`src/rtl/k_and_s_datapath_if.sv`:
```
// Decode type package and the control/RAM interface of the K&S datapath.
// Master = control unit and RAM side, slave = datapath.
package k_and_s_pkg;
   typedef enum logic [3:0] {
      I_NOP, I_BRANCH, I_LOAD, I_STORE, I_MOVE,
      I_ADD, I_SUB, I_AND, I_OR, I_HALT
   } decoded_instruction_type;
endpackage

interface k_and_s_datapath_if #(
   parameter int DATA_W = 16,
   parameter int ADDR_W = 5
);
   import k_and_s_pkg::*;

   logic                    branch;
   logic                    pc_enable;
   logic                    ir_enable;
   logic                    write_reg_enable;
   logic                    addr_sel;
   logic                    c_sel;
   logic [1:0]              operation;
   logic                    flags_reg_enable;
   decoded_instruction_type decoded_instruction;
   logic                    zero_op;
   logic                    neg_op;
   logic                    unsigned_overflow;
   logic                    signed_overflow;
   logic [ADDR_W-1:0]       ram_addr;
   logic [DATA_W-1:0]       data_out;
   logic [DATA_W-1:0]       data_in;

   modport master (
      output branch, pc_enable, ir_enable, write_reg_enable, addr_sel,
             c_sel, operation, flags_reg_enable, data_in,
      input  decoded_instruction, zero_op, neg_op, unsigned_overflow,
             signed_overflow, ram_addr, data_out
   );

   modport slave (
      input  branch, pc_enable, ir_enable, write_reg_enable, addr_sel,
             c_sel, operation, flags_reg_enable, data_in,
      output decoded_instruction, zero_op, neg_op, unsigned_overflow,
             signed_overflow, ram_addr, data_out
   );
endinterface

```
`src/rtl/k_and_s_datapath.sv`:
```
// K&S datapath: PC, IR, 4x16 register file, ALU, flags and IR decode.
// Optional K_AND_S_DATAPATH_R0_ZERO_EN hardwires R0 to zero.
module k_and_s_datapath
   import k_and_s_pkg::*;
#(
   parameter int DATA_W = 16,
   parameter int ADDR_W = 5,
   parameter int NREG   = 4
) (
   input logic              clk,
   input logic              rst,
   k_and_s_datapath_if.slave bus
);
   localparam int MSB = DATA_W - 1;

   logic [ADDR_W-1:0]       pc_q, pc_d;
   logic [DATA_W-1:0]       ir_q, ir_d;
   logic [DATA_W-1:0]       regs_q [NREG];
   logic [3:0]              flags_q, flags_d;

   decoded_instruction_type dec;
   logic [1:0]              a_sel, b_sel, st_sel, wr_sel;
   logic [DATA_W-1:0]       rd_a, rd_b, rd_st, alu_b, res, wr_data;
   logic [DATA_W:0]         sum;
   logic                    uov, sov, wr_en;
   logic                    unused_ir7;

   assign unused_ir7 = ir_q[7];

   always_comb begin
      case (ir_q[15:8])
         8'h01:   dec = I_BRANCH;
         8'h81:   dec = I_LOAD;
         8'h82:   dec = I_STORE;
         8'h91:   dec = I_MOVE;
         8'hA1:   dec = I_ADD;
         8'hA2:   dec = I_SUB;
         8'hA3:   dec = I_AND;
         8'hA4:   dec = I_OR;
         8'hFF:   dec = I_HALT;
         default: dec = I_NOP;
      endcase
   end

   assign a_sel  = ir_q[3:2];
   assign b_sel  = ir_q[5:4];
   assign st_sel = ir_q[6:5];
   assign wr_sel = (dec == I_LOAD) ? ir_q[6:5] : ir_q[1:0];

`ifdef K_AND_S_DATAPATH_R0_ZERO_EN
   assign rd_a  = (a_sel  == 2'd0) ? '0 : regs_q[a_sel];
   assign rd_b  = (b_sel  == 2'd0) ? '0 : regs_q[b_sel];
   assign rd_st = (st_sel == 2'd0) ? '0 : regs_q[st_sel];
   assign wr_en = bus.write_reg_enable && (wr_sel != 2'd0);
`else
   assign rd_a  = regs_q[a_sel];
   assign rd_b  = regs_q[b_sel];
   assign rd_st = regs_q[st_sel];
   assign wr_en = bus.write_reg_enable;
`endif

   // MOVE forces B to zero so that OR passes A through unchanged
   assign alu_b = (dec == I_MOVE) ? '0 : rd_b;

   always_comb begin
      sum = '0;
      res = '0;
      uov = 1'b0;
      sov = 1'b0;
      case (bus.operation)
         2'b00: begin
            sum = {1'b0, rd_a} + {1'b0, alu_b};
            res = sum[MSB:0];
            uov = sum[DATA_W];
            sov = (rd_a[MSB] == alu_b[MSB]) && (res[MSB] != rd_a[MSB]);
         end
         2'b01: begin
            // A + ~B + 1: carry out clear means a borrow occurred
            sum = {1'b0, rd_a} + {1'b0, ~alu_b} + {{DATA_W{1'b0}}, 1'b1};
            res = sum[MSB:0];
            uov = ~sum[DATA_W];
            sov = (rd_a[MSB] != alu_b[MSB]) && (res[MSB] != rd_a[MSB]);
         end
         2'b10:   res = rd_a & alu_b;
         default: res = rd_a | alu_b;
      endcase
   end

   assign wr_data = bus.c_sel ? bus.data_in : res;
   assign pc_d    = bus.branch ? ir_q[ADDR_W-1:0] : pc_q + ADDR_W'(1);
   assign ir_d    = bus.data_in;
   assign flags_d = {(res == '0), res[MSB], uov, sov};

   always_ff @(posedge clk) begin
      if (rst) begin
         pc_q    <= '0;
         ir_q    <= '0;
         flags_q <= '0;
         for (int unsigned i = 0; i < NREG; i++) regs_q[i] <= '0;
      end else begin
         if (bus.pc_enable)        pc_q           <= pc_d;
         if (bus.ir_enable)        ir_q           <= ir_d;
         if (bus.flags_reg_enable) flags_q        <= flags_d;
         if (wr_en)                regs_q[wr_sel] <= wr_data;
      end
   end

   assign bus.decoded_instruction = dec;
   assign bus.ram_addr            = bus.addr_sel ? ir_q[ADDR_W-1:0] : pc_q;
   assign bus.data_out            = rd_st;
   assign bus.zero_op             = flags_q[3];
   assign bus.neg_op              = flags_q[2];
   assign bus.unsigned_overflow   = flags_q[1];
   assign bus.signed_overflow     = flags_q[0];
endmodule

```
`src/flat_wrapper.sv`:
```
// flat-port wrapper written by rule: the top's interface ports become plain ports
module k_and_s_datapath_flat import k_and_s_pkg::*;
#(
   parameter int DATA_W = 16,
   parameter int ADDR_W = 5,
   parameter int NREG   = 4
)
  (clk, rst, bus_branch, bus_pc_enable, bus_ir_enable, bus_write_reg_enable, bus_addr_sel, bus_c_sel, bus_operation, bus_flags_reg_enable, bus_data_in, bus_decoded_instruction, bus_zero_op, bus_neg_op, bus_unsigned_overflow, bus_signed_overflow, bus_ram_addr, bus_data_out);
  k_and_s_datapath_if #(.DATA_W(DATA_W), .ADDR_W(ADDR_W)) bus_i ();
  input logic clk;
  input logic rst;
  input wire logic [$bits(bus_i.branch)-1:0] bus_branch;
  input wire logic [$bits(bus_i.pc_enable)-1:0] bus_pc_enable;
  input wire logic [$bits(bus_i.ir_enable)-1:0] bus_ir_enable;
  input wire logic [$bits(bus_i.write_reg_enable)-1:0] bus_write_reg_enable;
  input wire logic [$bits(bus_i.addr_sel)-1:0] bus_addr_sel;
  input wire logic [$bits(bus_i.c_sel)-1:0] bus_c_sel;
  input wire logic [$bits(bus_i.operation)-1:0] bus_operation;
  input wire logic [$bits(bus_i.flags_reg_enable)-1:0] bus_flags_reg_enable;
  input wire logic [$bits(bus_i.data_in)-1:0] bus_data_in;
  output wire logic [$bits(bus_i.decoded_instruction)-1:0] bus_decoded_instruction;
  output wire logic [$bits(bus_i.zero_op)-1:0] bus_zero_op;
  output wire logic [$bits(bus_i.neg_op)-1:0] bus_neg_op;
  output wire logic [$bits(bus_i.unsigned_overflow)-1:0] bus_unsigned_overflow;
  output wire logic [$bits(bus_i.signed_overflow)-1:0] bus_signed_overflow;
  output wire logic [$bits(bus_i.ram_addr)-1:0] bus_ram_addr;
  output wire logic [$bits(bus_i.data_out)-1:0] bus_data_out;
  assign bus_i.branch = bus_branch;
  assign bus_i.pc_enable = bus_pc_enable;
  assign bus_i.ir_enable = bus_ir_enable;
  assign bus_i.write_reg_enable = bus_write_reg_enable;
  assign bus_i.addr_sel = bus_addr_sel;
  assign bus_i.c_sel = bus_c_sel;
  assign bus_i.operation = bus_operation;
  assign bus_i.flags_reg_enable = bus_flags_reg_enable;
  assign bus_i.data_in = bus_data_in;
  assign bus_decoded_instruction = bus_i.decoded_instruction;
  assign bus_zero_op = bus_i.zero_op;
  assign bus_neg_op = bus_i.neg_op;
  assign bus_unsigned_overflow = bus_i.unsigned_overflow;
  assign bus_signed_overflow = bus_i.signed_overflow;
  assign bus_ram_addr = bus_i.ram_addr;
  assign bus_data_out = bus_i.data_out;
  k_and_s_datapath #(.DATA_W(DATA_W), .ADDR_W(ADDR_W), .NREG(NREG)) u_core (.clk(clk), .rst(rst), .bus(bus_i));
endmodule
```
`config.mk`:
```
export PLATFORM = sky130hd
export DESIGN_NAME = k_and_s_datapath_flat
export DESIGN_NICKNAME = d
export VERILOG_FILES = /design/src/rtl/k_and_s_datapath_if.sv /design/src/rtl/k_and_s_datapath.sv /design/src/flat_wrapper.sv
export SDC_FILE = /design/constraint.sdc
export NUM_CORES = 1
export LEC_CHECK = 0
export ABC_AREA = 1
export ABC_CLOCK_PERIOD_IN_PS = 6800
export CAP_MARGIN = 0
export CORE_MARGIN = 3
export CORE_UTILIZATION = 60
export DETAILED_ROUTE_END_ITERATION = 16
export PLACE_DENSITY = 0.81
export SLEW_MARGIN = 10
export SYNTH_ARGS = -nofsm -noshare
export SYNTH_HDL_FRONTEND = slang
export SYNTH_SLANG_ARGS = --single-unit
```
`constraint.sdc`:
```
create_clock -name clk -period 6.8 [get_ports clk]
set_clock_uncertainty 0.2 [all_clocks]
set_input_delay 1.36 -clock clk [delete_from_list [all_inputs] [get_ports clk]]
set_output_delay 1.36 -clock clk [all_outputs]
set_load 0.02 [all_outputs]
```
# Yosys cells after proc, flatten, opt, wreduce, memory -nomap -nowiden
# Memory sizes are Yosys's and may differ from the RTL's. A register that Yosys moved wholly into a read port is not among the register bits.
# Index checks and enable logic that the tools add are counted.
[totals] output_inout_bits=29 memories=1 in_bits=27 mem_bits_rw=64 word_cells=57 regBits=25
[classes] eq_ne=17 n_reduce_logical=5 mux=23 n_bitwise=4 add_sub_neg=4
[mem_list] name="u_core.regs_q" depth=4 width=16 read_ports=3 rd_clocked_by_memory_dff=3 wr=4 line_no="k_and_s_datapath.sv:18" rtl="logic [DATA_W-1:0] regs_q [NREG];"
[op_table] cell="8-bit equality test, second input constant" n=8
[op_table] cell="16-bit two-way mux" n=3
[op_table] cell="16-bit one-hot mux with 3 select lines" n=1
[op_table] cell="4-bit one-hot mux with 9 select lines" n=1
[op_table] cell="16-bit by 16-bit adder with 17-bit output" n=2
[op_table] cell="17-bit by 1-bit adder with 17-bit output, second input constant" n=1
[op_table] cell="16-bit AND" n=1
[op_table] cell="16-bit zero test" n=1
[op_table] cell="2-bit two-way mux" n=8
[op_table] cell="16-bit NOT" n=1
[op_table] cell="16-bit OR" n=1
[op_table] cell="16-bit OR reduction" n=1
[op_table] cell="5-bit two-way mux" n=2
[op_table] cell="8-bit by 1-bit equality test with 1-bit output, second input constant" n=1
[op_table] cell="1-bit two-way mux" n=6
[op_table] cell="5-bit by 1-bit adder with 5-bit output, second input constant" n=1
[op_table] cell="4-bit by 2-bit equality test with 1-bit output, second input constant" n=1
[op_table] cell="4-bit by 3-bit equality test with 1-bit output, second input constant" n=1
[op_table] cell="1-bit one-hot mux with 2 select lines" n=2
[op_table] cell="1-bit != test" n=3
[op_table] cell="2-bit by 1-bit equality test with 1-bit output, second input constant" n=1
[op_table] cell="2-bit equality test, second input constant" n=1
[op_table] cell="1-bit logical AND" n=2
[op_table] cell="2-bit zero test" n=1
[op_table] cell="2 further kinds" n=2

# Depth between registers and ports, before layout
# Gate-level depths: netlist of the first run.
[depth] word_depth=10 ltp_mapped=25 depth_no_buf=24

# Worst setup path before layout of the first run
# OpenSTA, ideal clock, no wires.
[synth_timing] kind="in2reg" from="input rst" to="memory u_core.regs_q[3][0] (enable)" setup_slack_ps=2855 required_ps=6186 t_arrival_ps=3331 cell_stages=5 setup_ps=414 path_cell_list="clkbuf_1 -> nor2_1 -> nand3_1 -> inv_1 -> a211oi_1"
[synth_lines] element="from (decl)" line_no="flat_wrapper.sv:11" rtl="input logic rst;"
[synth_lines] element="to (decl)" line_no="k_and_s_datapath.sv:18"

==> impl_metrics.csv, run 1 <==
group,metric,value,unit
layout,drive_above_1_share,0.123,
setup_path,cp_max_fo,40,
routing,dr.pass1.iters,6,
power,vdd_drop_max,0.000199,V
synth,yosysSeqAreaShare,0.308,
synth,synth_top_area_frac,0.237,
run,maxCapViolCount,0,
clock_network,ctsHtreeMaxLevel,3,
routing,first_iter_violations,1112,
place,dpl_worst_slack,2.16,ns
clock_network,clock_sinks,93,
sta,slew_viol_final,0,
clock_network,cts_max_path_buffers,2,
synth,synth-seq-cells,93,
clock_network,cts.clk_slew.worst_paths,0.07,ns
power,p_int,0.00121,W
clock_network,cts_tree,"built",
sta,timing.final.crit_period,4.69,ns
grt,track_usage,0.309,
setup_path,worstSetupStartpointType,"register",
synth,synthCells,1203,
grt,grt_max_degree,53,
power,switching_power,0.000786,W
power,powerDensity,222,nW/um^2
setup_path,reg2reg_setup_slack,2.11,ns
grt,grt_first_pass_wirelength,36.2,mm
synth,avgSynthCellArea,6.75,um^2
clock_network,ctsResizeCount,0,
clock_network,cts-root-buf,"clkbuf_16",
synth,synth_top_cell_by_area,"edfxtp_1",
layout,layout_common_cells,"nand2_1, nor2_1, inv_1, o21ai_0, nand3_1",
sta,fin_ws,2.11,ns
routing,wl_per_cell,16.5,um
synth,netlist_area,8120,um^2
place,numPortBuffers,55,
floorplanning,die_y,122,um
layout,diodes,0,
layout,area_growth,10.9,%
setup_path,endpoint,"u_core.regs_q[0][14]",
floorplanning,dieArea,15000,um^2
clock_network,cts_hold_buf,0,
layout,final_common_cell,"nand2_1",
sta,setup_viol,0,
synth,synth_nets,1281,
synth,synth-async-reset-ratio,0,
power,power_frac_seq,0.344,
sta,period_share,0.690,
sta,hold_viol,0,
setup_path,worstSetupPathType,"register to register",
routing,vias,8046,
routing,routed_wl,23.0,mm
synth,yosysUniqueCellTypes,50,
floorplanning,start_util,0.628,
clock_network,postCtsSetupRepairBufs,0,
sta,fin_tns_setup,0,ns
clock_network,cts-buffers-inserted,9,
setup_path,reg2regPathDepth,21,
floorplanning,core_area,12900,um^2
synth,ys_warn_count,0,
sta,rsz0062_at_grt,"no",
place,place_hpwl,17.7,mm
floorplanning,pin_count,56,
status,status,"finished, final reports clean",
floorplanning,num_rows,41,
clock_network,clock_latency,0.34,ns
synth,synth_ff_type,"edfxtp_1",
setup_path,cp.required,6.80,ns
place,place_congestion,0.950,
routing,drcViolationCount,0,
synth,synth_edf_count,64,
min_path,hold_path_class,"register to register",
layout,nNetsFinal,1299,
floorplanning,die_w,122,um
setup_path,worstPathArrival,4.69,ns
routing,via_per_inst,5.76,
grt,antenna_found_initial,0,
routing,detail-route-antenna-nets,0,
grt,grt_pass1_vias,7021,
sta,worstMarginPinSlew,0.976,ns
synth,synth_area_leaders,"edfxtp_1, nand2_1, nor2_1",
grt,overflow,0,
power,combPwrFrac,0.395,
setup_path,reg2reg_to,"u_core.regs_q[0][14]",
power,p_sw_frac,0.394,
power,p_leak,4.09,nW
sta,relSlewSlack,0.349,
power,p_clk_frac,0.261,
sta,fmax,213,MHz
setup_path,end_kind,"register",
[per-stage QoR]
stage	instance area (um^2)	total power [W]	hold WS, ns	std cells	util
finish	9000	0.00199	0.272	1398	0.696
detailed placement	8690	0.00147	0.259	1382	0.672
floorplan	8120	0.00127	0.249	1203	-
global placement	8690	0.00145	0.262	1382	0.672
global route	9000	0.00211	0.299	1398	0.696
CTS	9000	0.00198	0.270	1398	0.696
[Yosys cell counts, types with 2 or more instances]
cell type    n
buf_1        3
nor2_2       5
nor2_4       2
buf_4        6
ha_1        49
a211oi_1     4
nand2_1    231
nor3_1       5
inv_2       21
nor2_1     164
inv_1      149
a21oi_2      8
o21bai_1     2
dfxtp_1     29
nand4_1     11
clkbuf_1    38
a32oi_1     15
nand2_2     25
nand3_1     97
buf_6        2
nor3_2       2
edfxtp_1    64
o21ai_1      3
nand3_2      9
fa_1         2
or2_2       48
a21oi_1     67
o22ai_1      6
o211ai_1     5
buf_2        6
o31ai_1      2
o21ai_0    105
[cells by family after synthesis]
family / Yosys count / share of synthesized area
flip-flops: 93 / 0.308
buffers and inverters: 225 / 0.110
adder cells (fa/ha/maj): 51 / 0.0805
AND/OR/NAND/NOR: 604 / 0.337
AO/OA/AOI/OAI: 227 / 0.162
multiplexers: 1 / 0.00123
XOR/XNOR: 2 / 0.00216
[routing by layer]
metal	track usage	wire, um
met4	0.111	684
met2	0.450	9840
met3	0.0456	1950
met1	0.465	10600
met5	0	0
[flip-flops by register name (all words and copies together) (netlist names), named ones only]
signal / cells
u_core.pc_q: 5
u_core.ir_q: 15
u_core.flags_q: 4
u_core.regs_q: 64
[layout make-up]
cell class	instances	area [um^2]
Clock buffer	9	225
Clock inverter	7	83.8
Fill cell	1138	3930
Inverter	170	638
Multi-Input combinational cell	885	4730
Sequential cell	93	2500
Tap cell	172	215
Timing Repair Buffer	62	603
[power by group through the flow]
stage               Sequential (W)  Combinational [W]  Clock [W]
finish                    0.000686           0.000788   0.000520
global route              0.000689           0.000877   0.000547
CTS                       0.000683           0.000777   0.000522
detailed placement        0.000695           0.000771          0
global placement          0.000695           0.000758          0
floorplan                 0.000681           0.000585          0
[how the worst min path moves through the flow]
stage                       from           endpoint  depth (start not counted)
2_1_floorplan     u_core.pc_q[4]     u_core.pc_q[4]                          2
3_3_place_gp   u_core.flags_q[1]  u_core.flags_q[1]                          2
3_5_place_dp   u_core.flags_q[1]  u_core.flags_q[1]                          2
4_1_cts        u_core.flags_q[1]  u_core.flags_q[1]                          2
5_1_grt        u_core.flags_q[1]  u_core.flags_q[1]                          2
6_report       u_core.flags_q[1]  u_core.flags_q[1]                          2
[critical path, cell delays in order (launching register included)]
cell and delay (ns):
dfxtp_1 0.80, inv_1 0.62, or2_2 0.45, a32oi_1 0.28
inv_1 0.08, ha_1 0.27, fa_1 0.46, nand2_1 0.10
nand2_1 0.08, nand3_2 0.07, nand2_1 0.13, nand2_1 0.12
nand3_1 0.08, nand2_1 0.10, nand3_1 0.08, nand3_2 0.08
nand2_2 0.06, nand2_1 0.07, o21ai_2 0.13, nor2_4 0.15
inv_2 0.04, nor2_1 0.08
No activity file was read; power rests on OpenSTA's default activity.
==> run 2, diff against run 1 <==
- ABC_CLOCK_PERIOD_IN_PS: 6800 -> 4800
- clock period: 6.8 -> 4.8 ns (I/O delays scaled with it)
==> impl_metrics.csv, run 2 (synthesis gave the netlist of run 1 again) <==
group,metric,value,unit
status,status,"finished, final reports clean",
grt,track_usage,0.320,
layout,fillers,1160,
grt,grt_first_pass_wirelength,37.2,mm
power,p_int,0.00171,W
place,placed_area,8750,um^2
clock_network,clock_latency,0.36,ns
sta,hold_viol,0,
clock_network,cts_tree,"built",
clock_network,cts.clk_slew.worst_paths,0.07,ns
setup_path,cp.required,4.69,ns
clock_network,cts-buffers-inserted,9,
setup_path,reg2reg_setup_slack,0.70,ns
routing,via_per_inst,5.80,
power,p_clk_frac,0.255,
layout,nNetsFinal,1306,
floorplanning,dieArea,15000,um^2
power,combPwrFrac,0.405,
run,maxCapViolCount,0,
layout,register_area,2500,um^2
place,place_hpwl,17.5,mm
sta,timing.final.crit_period,4.10,ns
setup_path,crit_buf_inv,2,
setup_path,worstSetupPathType,"register to register",
setup_path,cpMostUsedCell,"nand2_1",
min_path,hp-start,"u_core.flags_q[1]",
sta,worstMarginPinSlew,0.903,ns
place,placedCellCount,1389,
clock_network,cts-root-buf,"clkbuf_16",
sta,fin_tns_setup,0,ns
power,p_sw_frac,0.393,
routing,routed_wl,23.7,mm
floorplanning,num_rows,41,
sta,fmax,244,MHz
grt,grt_util_met3,0.0751,
floorplanning,die_w,122,um
layout,drive_above_1_share,0.127,
setup_path,end_kind,"register",
sta,slew_viol_final,0,
grt,grt_use_met1,0.431,
routing,first_iter_violations,969,
power,vdd_drop_max,0.000258,V
min_path,whs_path_depth,2,
clock_network,cts_hold_buf,0,
place,place_congestion,0.971,
clock_network,ctsHtreeMaxLevel,3,
layout,diodes,0,
setup_path,cpPeakStageDelay,0.57,ns
sta,rsz0062_at_grt,"no",
layout,final_common_cell,"nand2_1",
layout,regMostFlops,"u_core.regs_q",
clock_network,postCtsSetupRepairBufs,0,
routing,dr.pass1.iters,5,
setup_path,endpoint,"u_core.regs_q[0][9]",
grt,antenna_found_initial,0,
sta,setup_viol,0,
floorplanning,core_area,12900,um^2
grt,grt_pass1_vias,7302,
grt,overflow,0,
layout,reg_top3,"u_core.regs_q: 64 flops, u_core.ir_q: 15 flops, u_core.pc_q: 5 flops",
min_path,hold_path_class,"register to register",
clock_network,cts_max_path_buffers,2,
clock_network,clock_sinks,93,
layout,layout_common_cells,"nand2_1, nor2_1, inv_1, o21ai_0, nand3_1",
floorplanning,pin_count,56,
floorplanning,die_y,122,um
setup_path,reg2regPathDepth,16,
power,power_frac_seq,0.340,
layout,instances_no_fill,1405,
setup_path,cp.depth,16,
power,p_leak,4.14,nW
floorplanning,start_util,0.628,
clock_network,ctsResizeCount,0,
grt,grt_util_met2,0.497,
grt,grt_max_degree,67,
setup_path,cp_max_fo,26,
power,powerDensity,312,nW/um^2
sta,fin_ws,0.704,ns
setup_path,worstPathArrival,3.98,ns
place,numPortBuffers,55,
power,switching_power,0.00111,W
routing,drcViolationCount,0,
routing,detail-route-antenna-nets,0,
setup_path,reg2reg_to,"u_core.regs_q[0][9]",
setup_path,worstSetupStartpointType,"register",
routing,vias,8152,
setup_path,path_cells,"inv_1, or2_2, a32oi_1, inv_1, ha_1, nand2_1, nand2_1, nand2_1, o21bai_2, nand2_1, nand2_1, nand2_1, nand3_1, nand4_1, o21ai_1, nor2_1",
layout,post-route-util,0.700,
setup_path,crit_family,"simple AND/OR/NAND/NOR gates",
layout,area_growth,11.5,%
layout,final_area,9040,um^2
setup_path,cp_slowest_cell,"a32oi_1",
grt,gr-max-usage-layer,"met2",
sta,period_share,0.853,
place,dpl_worst_slack,0.785,ns
routing,wl_per_cell,16.8,um
layout,largest_reg_flops,64,
layout,multi_input_area,4730,um^2
sta,relSlewSlack,0.397,
[run 2: cell count changes in the layout (fill, tap and decap cells not counted)]
cell / delta
inv_6: +2
clkbuf_1: +1
clkinvlp_4: -3
clkinv_2: +1
inv_8: -2
inv_4: +1
clkinv_4: -1
clkbuf_2: +1
buf_12: +1
buf_4: +6
[run 2: area by class of cell]
type                       instances  share of cell area
clock buffer                      11              0.0259
clock inverter                     5             0.00650
inverter                         170              0.0705
multi-input combinational        885               0.523
sequential                        93               0.277
tap                              172              0.0238
timing repair buffer              69              0.0739
[run 2: worst min path at each step]
stage                              endpoint  slack, ns
final                     u_core.flags_q[1]       0.27
after global routing      u_core.flags_q[1]       0.30
after CTS                 u_core.flags_q[1]       0.27
after detailed placement  u_core.flags_q[1]       0.26
after global placement    u_core.flags_q[1]       0.25
after floorplan              u_core.pc_q[4]       0.25
[run 2: metal layers]
metal	wire (um)	part of all wire	up-vias
li1	-	-	3979
met1	9880	0.42	3726
met2	10600	0.45	390
met3	2380	0.10	57
met4	787	0.033	0
met5	0	0	-
[run 2: power by group through the flow]
stage	Clock, W	Combinational, W	Sequential, W
after floorplan	0	0.000829	0.000965
after global placement	0	0.00110	0.000973
after detailed placement	0	0.00112	0.000975
after CTS	0.000723	0.00112	0.000958
after global routing	0.000749	0.00127	0.000965
final	0.000719	0.00115	0.000960
[run 2: worst register-to-register path, stage by stage, from the launching register on]
cell and delay (ns):
dfxtp_1 0.34, inv_1 0.31, or2_2 0.42, a32oi_1 0.57, inv_1 0.22, ha_1 0.36, nand2_1 0.06, nand2_1 0.10
nand2_1 0.11, o21bai_2 0.20, nand2_1 0.10, nand2_1 0.07, nand2_1 0.04, nand3_1 0.10, nand4_1 0.17, o21ai_1 0.40
nor2_1 0.08
[run 2: per-stage QoR]
| stage | total power (W) | hold slack (ns) |
|---|---|---|
| 6_report | 0.00282 | 0.269 |
| 5_1_grt | 0.00298 | 0.296 |
| 4_1_cts | 0.00280 | 0.266 |
| 3_5_place_dp | 0.00209 | 0.259 |
| 3_3_place_gp | 0.00207 | 0.252 |
| 2_1_floorplan | 0.00179 | 0.249 |
==> run 3, diff against run 2 <==
- CORE_ASPECT_RATIO: unset -> 1.4
- PLACE_DENSITY: 0.81 -> 0.9
==> impl_metrics.csv, run 3 (synthesis gave the netlist of run 1 again) <==
group,metric,value,unit
sta,slew_viol_final,0,
floorplanning,core_area,13100,um^2
layout,drive_above_1_share,0.126,
setup_path,cpPeakStageDelay,0.56,ns
layout,post-route-util,0.691,
floorplanning,pin_count,56,
layout,final_common_cell,"nand2_1",
setup_path,worstPathArrival,3.92,ns
sta,worstMarginPinSlew,0.964,ns
layout,layout_common_cells,"nand2_1, nor2_1, inv_1, o21ai_0, nand3_1",
grt,antenna_found_initial,0,
power,switching_power,0.00109,W
place,numPortBuffers,55,
power,p_sw_frac,0.391,
grt,overflow,0,
floorplanning,dieArea,15000,um^2
layout,instances_no_fill,1410,
floorplanning,die_y,144,um
power,p_leak,4.13,nW
sta,fmax,247,MHz
setup_path,crit_buf_inv,6,
place,place_hpwl,17.8,mm
floorplanning,num_rows,49,
setup_path,end_kind,"register",
place,place_congestion,1.02,
layout,largest_reg_flops,64,
clock_network,cts-buffers-inserted,9,
power,vdd_drop_max,0.000381,V
routing,wl_per_cell,16.7,um
sta,rsz0062_at_grt,"no",
power,powerDensity,308,nW/um^2
setup_path,path_cells,"inv_1, buf_4, or2_2, a32oi_1, inv_1, ha_1, inv_2, nand2_1, inv_2, nand2_2, nand2_2, a21oi_4, nand2_2, a21oi_2, nand3_2, nand2_2, a21oi_2, inv_2, nor2_1",
clock_network,cts.clk_slew.worst_paths,0.07,ns
clock_network,ctsResizeCount,0,
setup_path,cpMostUsedCell,"nand2_2",
setup_path,cp_max_fo,27,
setup_path,crit_family,"simple AND/OR/NAND/NOR gates",
sta,period_share,0.844,
clock_network,clock_sinks,93,
layout,area_growth,11.2,%
layout,fillers,1054,
routing,first_iter_violations,1075,
floorplanning,die_w,104,um
clock_network,ctsHtreeMaxLevel,3,
layout,diodes,0,
routing,detail-route-antenna-nets,0,
power,combPwrFrac,0.408,
place,placedCellCount,1394,
sta,fin_ws,0.751,ns
sta,setup_viol,0,
power,p_int,0.00169,W
power,power_frac_seq,0.349,
layout,nNetsFinal,1305,
floorplanning,start_util,0.621,
clock_network,cts-root-buf,"clkbuf_16",
layout,regMostFlops,"u_core.regs_q",
grt,grt_first_pass_wirelength,37.1,mm
routing,via_per_inst,5.87,
sta,fin_tns_setup,0,ns
setup_path,worstSetupStartpointType,"register",
routing,vias,8276,
routing,routed_wl,23.5,mm
grt,track_usage,0.308,
sta,hold_viol,0,
status,status,"finished, final reports clean",
clock_network,postCtsSetupRepairBufs,0,
clock_network,cts_tree,"built",
routing,dr.pass1.iters,6,
clock_network,cts_hold_buf,0,
clock_network,clock_latency,0.34,ns
setup_path,worstSetupPathType,"register to register",
routing,drcViolationCount,0,
clock_network,cts_max_path_buffers,2,
sta,timing.final.crit_period,4.05,ns
setup_path,cp_slowest_cell,"dfxtp_1",
run,maxCapViolCount,0,
min_path,hold_path_class,"register to register",
power,p_clk_frac,0.242,
layout,reg_top3,"u_core.regs_q: 64 flops, u_core.ir_q: 15 flops, u_core.pc_q: 5 flops",
place,dpl_worst_slack,0.843,ns
setup_path,cp.required,4.67,ns
grt,grt_pass1_vias,7612,
grt,grt_max_degree,42,
sta,relSlewSlack,0.356,
-- run 3: area by class of cell --
class	count	area, um^2	area share
Clock inverter	5	23.8	0.00263
Inverter	170	638	0.0707
Tap cell	178	223	0.0247
Sequential cell	93	2500	0.277
Clock buffer	11	264	0.0292
Multi-Input combinational cell	885	4730	0.524
Timing Repair Buffer	68	648	0.0718
-- run 3: path summary, 6_finish.rpt --
path,start,end,slack (ns),cells after the start
max,register,u_core.regs_q[2][15],0.75,19
min,u_core.flags_q[0],u_core.flags_q[0],0.28,2
max reg2reg,register,u_core.regs_q[2][15],0.75,19
min reg2reg,u_core.flags_q[0],u_core.flags_q[0],0.28,2
-- run 3: power groups by stage --
stage	Sequential, W	Clock (W)	Combinational, W
after floorplan	0.000965	0	0.000829
after global placement	0.000980	0	0.00108
after detailed placement	0.000983	0	0.00110
after CTS	0.000967	0.000678	0.00111
after global routing	0.000975	0.000707	0.00126
final	0.000972	0.000674	0.00113
-- run 3: worst min-delay path, cell delays in order, from the launching register on --
cell     delay, ns
dfxtp_1       0.32
nand2_1       0.06
a21oi_1       0.05
-- run 3: through the flow --
step,hold WS (ns),instance area [um^2],power (W)
4_1_cts,0.280,9030,0.00276
3_3_place_gp,0.263,8740,0.00206
2_1_floorplan,0.249,8120,0.00179
6_report,0.275,9030,0.00278
3_5_place_dp,0.268,8740,0.00209
5_1_grt,0.307,9030,0.00294
-- run 3: per-layer routing --
metal	wire, um	part of all wire	GRT usage
met5	0	0	0
met4	1450	0.062	0.191
met3	2020	0.086	0.0391
met2	11200	0.48	0.526
met1	8790	0.37	0.371
